### src/rtl/mem_rmw_pkg.sv
// mem_rmw_pkg: shared size/state encodings and the alignment rule for mem_rmw_unit
package mem_rmw_pkg;
    localparam int WORD_W = 32;
    typedef enum logic [1:0] {SZ_BYTE, SZ_HALF, SZ_WORD, SZ_ILLEGAL} size_e;
    typedef enum logic [1:0] {IDLE, READ, WRITE, RESP} state_e;
    function automatic logic is_misaligned(size_e sz, logic [1:0] lane);
        return sz == SZ_ILLEGAL || (sz == SZ_HALF && lane[0]) || (sz == SZ_WORD && lane != 2'b00);
    endfunction
endpackage

### src/rtl/mem_lane_merge.sv
// mem_lane_merge: little-endian lane extract/extend for loads and lane merge for stores
module mem_lane_merge
    import mem_rmw_pkg::*;
(
    input  logic [WORD_W-1:0] word,
    input  size_e             size,
    input  logic [1:0]        lane,
    input  logic              is_unsigned,
    input  logic [WORD_W-1:0] wdata,
    output logic [WORD_W-1:0] load_data,
    output logic [WORD_W-1:0] merged
);
    logic [4:0]        sh;
    logic [7:0]        b;
    logic [15:0]       h;
    logic [WORD_W-1:0] mask;
    always_comb begin
        sh        = size == SZ_HALF ? {lane[1], 4'b0} : {lane, 3'b0};
        b         = 8'(word >> sh);
        h         = 16'(word >> sh);
        load_data = size == SZ_BYTE ? {{24{b[7] & ~is_unsigned}}, b} :
                    size == SZ_HALF ? {{16{h[15] & ~is_unsigned}}, h} : word;
        mask      = size == SZ_BYTE ? 32'hFF << sh : size == SZ_HALF ? 32'hFFFF << sh : '1;
        merged    = (word & ~mask) | ((wdata << sh) & mask);
    end
endmodule

### src/rtl/mem_rmw_unit.sv
// mem_rmw_unit: byte/half/word load-store unit doing read-modify-write on a word memory.
// MEM_RMW_WORD_BYPASS_EN: aligned word stores skip the read and go straight to WRITE.
module mem_rmw_unit
    import mem_rmw_pkg::*;
#(
    parameter int ADDR_W = 32,
    parameter int DATA_W = 32
) (
    input  logic              CLK,
    input  logic              RESET,
    input  logic              req_valid,
    output logic              req_ready,
    input  logic              req_write,
    input  logic [1:0]        req_size,
    input  logic              req_unsigned,
    input  logic [ADDR_W-1:0] req_address,
    input  logic [DATA_W-1:0] req_data,
    output logic              resp_valid,
    output logic [DATA_W-1:0] resp_data,
    output logic              resp_misaligned,
    output logic [ADDR_W-1:0] mem_read_address,
    input  logic [DATA_W-1:0] mem_read_data,
    output logic              mem_write_enable,
    output logic [ADDR_W-1:0] mem_write_address,
    output logic [DATA_W-1:0] mem_write_data
);
    state_e            state;
    size_e             size_q;
    logic [1:0]        lane_q;
    logic              write_q;
    logic              uns_q;
    logic [DATA_W-1:0] data_q;
    logic [ADDR_W-1:0] word_addr;
    logic              we_q;
    logic              bypass;
    logic [DATA_W-1:0] load_data;
    logic [DATA_W-1:0] merged;

    assign req_ready         = state == IDLE;
    assign mem_read_address  = word_addr;
    assign mem_write_address = word_addr;
    // Gated so a reset landing on a WRITE cycle can never commit the word.
    assign mem_write_enable  = we_q & ~RESET;

`ifdef MEM_RMW_WORD_BYPASS_EN
    assign bypass = req_write && size_e'(req_size) == SZ_WORD;
`else
    assign bypass = 1'b0;
`endif

    mem_lane_merge u_lane (
        .word        (mem_read_data),
        .size        (size_q),
        .lane        (lane_q),
        .is_unsigned (uns_q),
        .wdata       (data_q),
        .load_data   (load_data),
        .merged      (merged)
    );

    always_ff @(posedge CLK) begin
        if (RESET) begin
            state           <= IDLE;
            size_q          <= SZ_BYTE;
            lane_q          <= '0;
            write_q         <= 1'b0;
            uns_q           <= 1'b0;
            data_q          <= '0;
            word_addr       <= '0;
            we_q            <= 1'b0;
            resp_valid      <= 1'b0;
            resp_misaligned <= 1'b0;
            resp_data       <= '0;
            mem_write_data  <= '0;
        end else begin
            case (state)
                IDLE: if (req_valid) begin
                    size_q    <= size_e'(req_size);
                    lane_q    <= req_address[1:0];
                    write_q   <= req_write;
                    uns_q     <= req_unsigned;
                    data_q    <= req_data;
                    word_addr <= {req_address[ADDR_W-1:2], 2'b00};
                    if (is_misaligned(size_e'(req_size), req_address[1:0])) begin
                        state           <= RESP;
                        resp_valid      <= 1'b1;
                        resp_misaligned <= 1'b1;
                        resp_data       <= '0;
                    end else if (bypass) begin
                        state          <= WRITE;
                        mem_write_data <= req_data;
                        we_q           <= 1'b1;
                    end else begin
                        state <= READ;
                    end
                end
                READ: if (write_q) begin
                    state          <= WRITE;
                    mem_write_data <= merged;
                    we_q           <= 1'b1;
                end else begin
                    state           <= RESP;
                    resp_valid      <= 1'b1;
                    resp_misaligned <= 1'b0;
                    resp_data       <= load_data;
                end
                WRITE: begin
                    state           <= RESP;
                    we_q            <= 1'b0;
                    resp_valid      <= 1'b1;
                    resp_misaligned <= 1'b0;
                    resp_data       <= '0;
                end
                default: begin
                    state      <= IDLE;
                    resp_valid <= 1'b0;
                end
            endcase
        end
    end
endmodule

### config.mk
export PLATFORM = sky130hd
export DESIGN_NAME = mem_rmw_unit
export DESIGN_NICKNAME = d
export VERILOG_FILES = /design/src/rtl/mem_rmw_pkg.sv /design/src/rtl/mem_lane_merge.sv /design/src/rtl/mem_rmw_unit.sv
export SDC_FILE = /design/constraint.sdc
export NUM_CORES = 1
export LEC_CHECK = 0
export CORE_ASPECT_RATIO = 1.4
export CORE_UTILIZATION = 45
export DETAILED_ROUTE_END_ITERATION = 7
export HOLD_SLACK_MARGIN = 0.08
export PLACE_DENSITY_LB_ADDON = 0.05
export REMOVE_ABC_BUFFERS = 1
export SETUP_SLACK_MARGIN = 0.2
export SYNTH_ARGS = -nofsm -noshare
export SYNTH_HDL_FRONTEND = slang
export SYNTH_SLANG_ARGS = --single-unit
### constraint.sdc
create_clock -name CLK -period 6.4 [get_ports CLK]
set_clock_uncertainty 0.15 [all_clocks]
set_input_delay 0.64 -clock CLK [delete_from_list [all_inputs] [get_ports CLK]]
set_output_delay 0.64 -clock CLK [all_outputs]
set_load 0.05 [all_outputs]
* Word-level counts from Yosys, hierarchy flattened
Index checks and enable logic that the tools add are counted.
** Word-level totals
- Flip-flop bits (word level) :: 137
- Input port bits :: 103
- Output and inout bits :: 132
- Word-level logic and storage cells :: 70
** Cells by class
- Eq/ne operators :: 10
- Shift operators :: 4
- Mux-type cells :: 21
- Bitwise logic cells :: 9
- Reductions and logical operators :: 14
** Operator list (number)
- $mux 32 :: 7
- $pmux 32 s3 :: 1
- $and 32x32->32 :: 2
- $not 32->32 :: 1
- $or 32x32->32 :: 1
- $shl 16x5->32 const A :: 1
- $shl 32x5->32 :: 1
- $shl 8x5->32 const A :: 1
- $shr 32x5->16 :: 1
- $eq 2x1->1 const B :: 3
- $eq 2x2->1 const B :: 3
- $mux 1 :: 6
- $ne 2x2->1 const B :: 3
- $pmux 1 s3 :: 2
- $pmux 2 s3 :: 1
- $reduce_and 2->1 :: 3
- $logic_not 2->1 :: 2
- $mux 2 :: 2
- $mux 4 :: 1
- $reduce_and 4->1 :: 1
- $reduce_bool 2->1 :: 2
- $and 1x1->1 :: 3
- $reduce_and 3->1 :: 1
- $reduce_bool 3->1 :: 1
- 5 further kinds :: 8

* Depth between registers and ports, before layout
- Word-level depth :: 8
- Mapped depth :: 9
- Mapped depth without buffers :: 6

* Hierarchy
Synthesis repeated with hierarchy kept, for this count alone.
** Second synthesis, totals
- Cells, all modules :: 923
- Area total of the unflattened synthesis :: 7099.3 sq um
** By module, submodules not included
- mem_rmw_unit :: instances 1, cells each 650, area an instance 5378.9 sq um, seq. area each 2742.6 sq um
- mem_lane_merge :: instances 1, cells each 273, area an instance 1720.4 sq um, seq. area each 0.0 sq um

* Worst setup path before layout
OpenSTA, ideal clock, no wires.
- Path kind :: reg-to-reg
- From :: register state[0]
- To :: register resp_data[18]
- Library setup time :: 0.059 ns
- Arrival time :: 2.382 ns
- Required time :: 6.191 ns
- Path slack :: 3.809 ns
- Cell stages (with the launch flop) :: 9
- Buffers on the path :: 2
- Period minus slack after synthesis :: 2.591 ns
- Cells stage by stage :: dfxtp_1 > inv_1 > ha_1 > buf_2 > nor4b_2 > a2111oi_2 > nor2_1 > clkbuf_1 > a22o_2
** On the way
- Longest elaborated chain between the ends :: 3
- Elaborated cells on any way between the ends :: 9
- Classes of those cells :: eq/ne: 5; mux: 1; reduce/logical: 3
** Ends and longest elaborated chain
- start: declaration :: line mem_rmw_unit.sv:27 : state_e state;
- start signal: assignment :: line mem_rmw_unit.sv:63 : state <= IDLE;
- start signal: assignment :: line mem_rmw_unit.sv:85 : state <= RESP;
- start signal: assignment :: line mem_rmw_unit.sv:90 : state <= WRITE;
- $logic_not 2->1 *
- named net req_ready :: line mem_rmw_unit.sv:12 : output logic req_ready,
- $ne 2x1->1 (no source line) (tied with other cells)
- $reduce_and 4->1 (no source line)
- end signal: assignment :: line mem_rmw_unit.sv:105 : resp_data <= load_data;
- end: declaration :: line mem_rmw_unit.sv:19 : output logic [DATA_W-1:0] resp_data,
Mark *: on every way through the listed nets, which the timed path passes. The rest lies on a longest branch.
A chain may end at the register's enable or synchronous reset.

* Worst setup path in the final report
- From :: register state[0]
- To :: register resp_data[18]
** On the way
- Longest elaborated chain between the ends :: 3
- Elaborated cells on any way between the ends :: 9
- Classes of those cells :: eq/ne: 5; mux: 1; reduce/logical: 3
** Ends and longest elaborated chain
- $eq 2x1->1 (tied with other cells) :: line mem_rmw_unit.sv:76 : case (state)
- $ne 2x2->1 (no source line) (tied with other cells)
- $reduce_and 4->1 (no source line)
Parallel ways exist; a longest one is shown, timed or not.

==> impl_results.md <==
* Min Tclk post-route at 3.09 ns
* Total power density per cell area at 376 mW/mm^2
* Register area at 0.00274 mm^2
* CTS-repair resized insts at 0
* Net count of the finished layout at 1042
* Proportion of synthesized flip-flops having asynchronous set or reset at 0%
* Die X at 105 um
* Post-CTS Hold Buffers at 0
* Global-route usage over all layers at 25.6%
* Status: finished, final reports clean
* Unique cell type count in the Yosys netlist at 48
* Final weighted congestion in routability-driven placement at 0.898
* Skew-Pair Late Insertion Delay at 0.42 ns
* Vias in the first global route at 6149
* Gate count of the mapped netlist at 771
* Number of antenna violations at the first check in global routing at 0
* Number of primary I/O pins at 235
* Mean post-synth cell area at 8.60 um^2
* First DRT Iteration DRCs at 387
* Die height at 146 um
* Initial standard-cell utilization of the core at 45.9%
* Synthesis Warnings at 0
* Headroom to the max-slew limit at 13.6%
* PortBufs at 230
* Grt ovf at 0
* Top fanout value on the critical path at 32
* Fin cells at 1135
* Portion of netlist area occupied by mux cells at 5.63%
* Deepest level of the CTS H-tree at 4
* Total CTS buffers at 17
* Hold Fails Final Rpt at 0
* Number of placement rows at 52
* Number of synthesized flops with an enable pin at 0
* Routed vias/inst at 5.58
* # Max-Cap Violations at 0
* Parity-gate share of the synthesized area counting xor and xnor cells at 0%
* Proportion of layout cells with a drive suffix above 1 at 8.46%
* Max Slew Vio Count at 0
* Wire length of the first global-routing pass at 31.4 mm
* Data required, critical path at 6.62 ns
* DRC errors left at 0
* Clock tree from TritonCTS: done
* Kind of path behind the tightest hold check: reg2reg
* Post-synthesis sequential element count at 137
* Actual slew at the worst max-slew pin at 1.29 ns
* List of cells traversed by the critical path: inv_1 > ha_1 > nor4b_2 > a2111oi_2 > nor2_2 > a22o_2
* Layout fillers at 1266
* Area grow syn2layout at 41.0%
* Main combinational cell family by area after synthesis: compound AO/OA/AOI/OAI gates
* Worst setup margin at 3.31 ns
* Core outline area at 0.0144 mm^2
* Sort of element at the end of the critical path: register
* Kind of launch point of the worst setup path: register
* CP max-delay cell: nor2_2
* Worst IR Drop VDD at 0.174 mV
* Sum of internal, switching and leakage power at 3.51 mW
* Predominant post-synthesis flop cell: dfxtp_1
* Antenna cell count at 0
* Final worst path period share at 48.3%
* Maximum number of pins on one net before global-route repair at 79
* Wirelength, routed at 19.7 mm
* Arrival time at the worst endpoint at 3.31 ns
* Detailed-route wire length per cell at 17.3 um
* DP HPWL at 14.0 mm
* Number of nets still failing antenna checks after routing at 0
* Largest stage delay on the critical path at 1.00 ns
* Total of endpoints with negative setup slack in the final report at 0
* Compound-gate portion of the synthesized area at 25.8%
* Unrepaired setup endpoints after global routing: false
* DIE AREA at 0.0152 mm^2
* Clock transition at the registers of the reported paths at 0.06 ns
* Pre-CTS setup slack at 3.05 ns
* Pleak at 3.46 nW
* # Post-CTS Setup Buffers at 0
* Crit Path Class: reg2reg
* Buffer cell driving the clock tree root: clkbuf_16
* DR pass1 iterations at 5
* Worst reg-to-reg setup slack at 3.31 ns
* Vias post-DR at 6338
* Clock Path Buffers at 2
* Synthesized area at 0.00663 mm^2
* Highest clock frequency the design can meet at 0.323 GHz
* Post-route setup TNS at 0 ns
* Multi-input logic area at 0.00332 mm^2
* Synthesized-area fraction occupied by and/or/nand/nor cells at 17.4%
* Post-synthesis sequential area ratio at 41.4%
* Number of instances in the placed design at 1104
* Clock net sink count at 137
* Adder and majority cell fraction of the synthesized area at 0.944%
-- Yosys cell counts (5+ instances only) --
cell type  count  area [um^2]
o21ai_0       17         85.1
a222oi_1       7         70.1
a221o_1        8         80.1
nor2_1        30          113
and3b_1        9         78.8
nor3_1        20          100
nand2b_1      20          125
ha_1           5         62.6
a32o_1         8         80.1
inv_1         14         52.6
o32ai_1        8         70.1
buf_2          8         40.0
nand2_1      142          533
mux2i_1        8         80.1
a22o_2        10          100
clkbuf_1      44          165
a221oi_1      16          140
mux2_2        10          113
a211oi_1      12         90.1
nand3_1        8         40.0
buf_1         10         37.5
a22o_1        30          263
buf_4         34          255
o211ai_1       9         67.6
a21o_1         9         67.6
a21oi_1       95          475
mux4_2         8          180
nor2b_1       11         68.8
dfxtp_1      137         2740
-- flip-flops by register name, summed over array words and instances (netlist names) --
name              count
resp_data            32
uns_q                 1
mem_write_data       32
lane_q                2
state                 2
we_q                  1
mem_read_address     30
resp_valid            1
resp_misaligned       1
data_q               32
write_q               1
size_q                2
-- layout make-up --
| cell class | count | share of cell area (%) |
|---|---|---|
| clock buffers | 21 | 5.14 |
| clock inverters | 10 | 1.50 |
| repair buffers | 238 | 25.3 |
| multi-input cells | 524 | 35.6 |
| well taps | 189 | 2.53 |
| flip-flops and latches | 137 | 29.4 |
| inverters | 16 | 0.643 |
-- power by group --
group | switching, mW | total (mW) | internal (mW)
clock | 0.371 | 1.02 | 0.653
combinational | 0.909 | 1.39 | 0.479
sequential | 0.118 | 1.10 | 0.986
-- final timing paths --
check,to,from,cells after the start
worst max-delay path,resp_data[18],state[0],6
worst min-delay path,data_q[27],data_q[27],2
worst max register to register,resp_data[18],state[0],6
worst min register to register,data_q[27],data_q[27],2
-- routing by layer --
layer  routed length (um)  vias up  GRT usage (%)
met1                 8020     2952           32.2
met2                 9810      294           43.1
met3                 1540       26           5.82
met4                  301        0           8.07
li1                     -     3066              -
met5                    0        -              0
-- critical path: cells and delay by family, from the launching register on --
family	cells	cell delay, ns
and+or+nand+nor	2	1.54
AOI/OAI and AO/OA	2	0.45
adders and majority gates	1	0.42
DFF	1	0.36
buffers and inverters	1	0.10
-- cells in the final DEF (no fill, tap or decap), drive strengths merged, types with 9 or more instances in the layout --
cell type / synthesis / routed
a211oi: 12 / 12
a21o: 9 / 9
a21oi: 95 / 95
a221oi: 16 / 16
a22o: 40 / 40
and3b: 9 / 9
buf: 53 / 9
clkbuf: 44 / 21
clkdlybuf4s50: 0 / 229
dfxtp: 137 / 137
inv: 14 / 16
mux2: 10 / 10
nand2: 142 / 142
nand2b: 20 / 20
nor2: 30 / 30
nor2b: 11 / 11
nor3: 20 / 20
o211ai: 9 / 9
o21ai: 17 / 17
-- cells by family (layout without fill, tap and decap cells) --
| group | after synthesis | after routing |
|---|---|---|
| muxes | 26 | 26 |
| other | 1 | 4 |
| and+or+nand+nor | 252 | 252 |
| AOI/OAI and AO/OA | 237 | 237 |
| adders and majority gates | 5 | 5 |
| buffers and inverters | 113 | 285 |
| DFF | 137 | 137 |
-- through the flow --
stage / util (%) / instance area, um^2 / hold WS [ns]
6_report: 64.7 / 9350 / 0.310
5_1_grt: 64.7 / 9350 / 0.323
4_1_cts: 64.7 / 9350 / 0.311
3_5_place_dp: 60.4 / 8720 / 0.302
3_3_place_gp: 60.4 / 8720 / 0.296
2_1_floorplan: - / 6120 / 0.277
(Power assumes the default switching activity.)
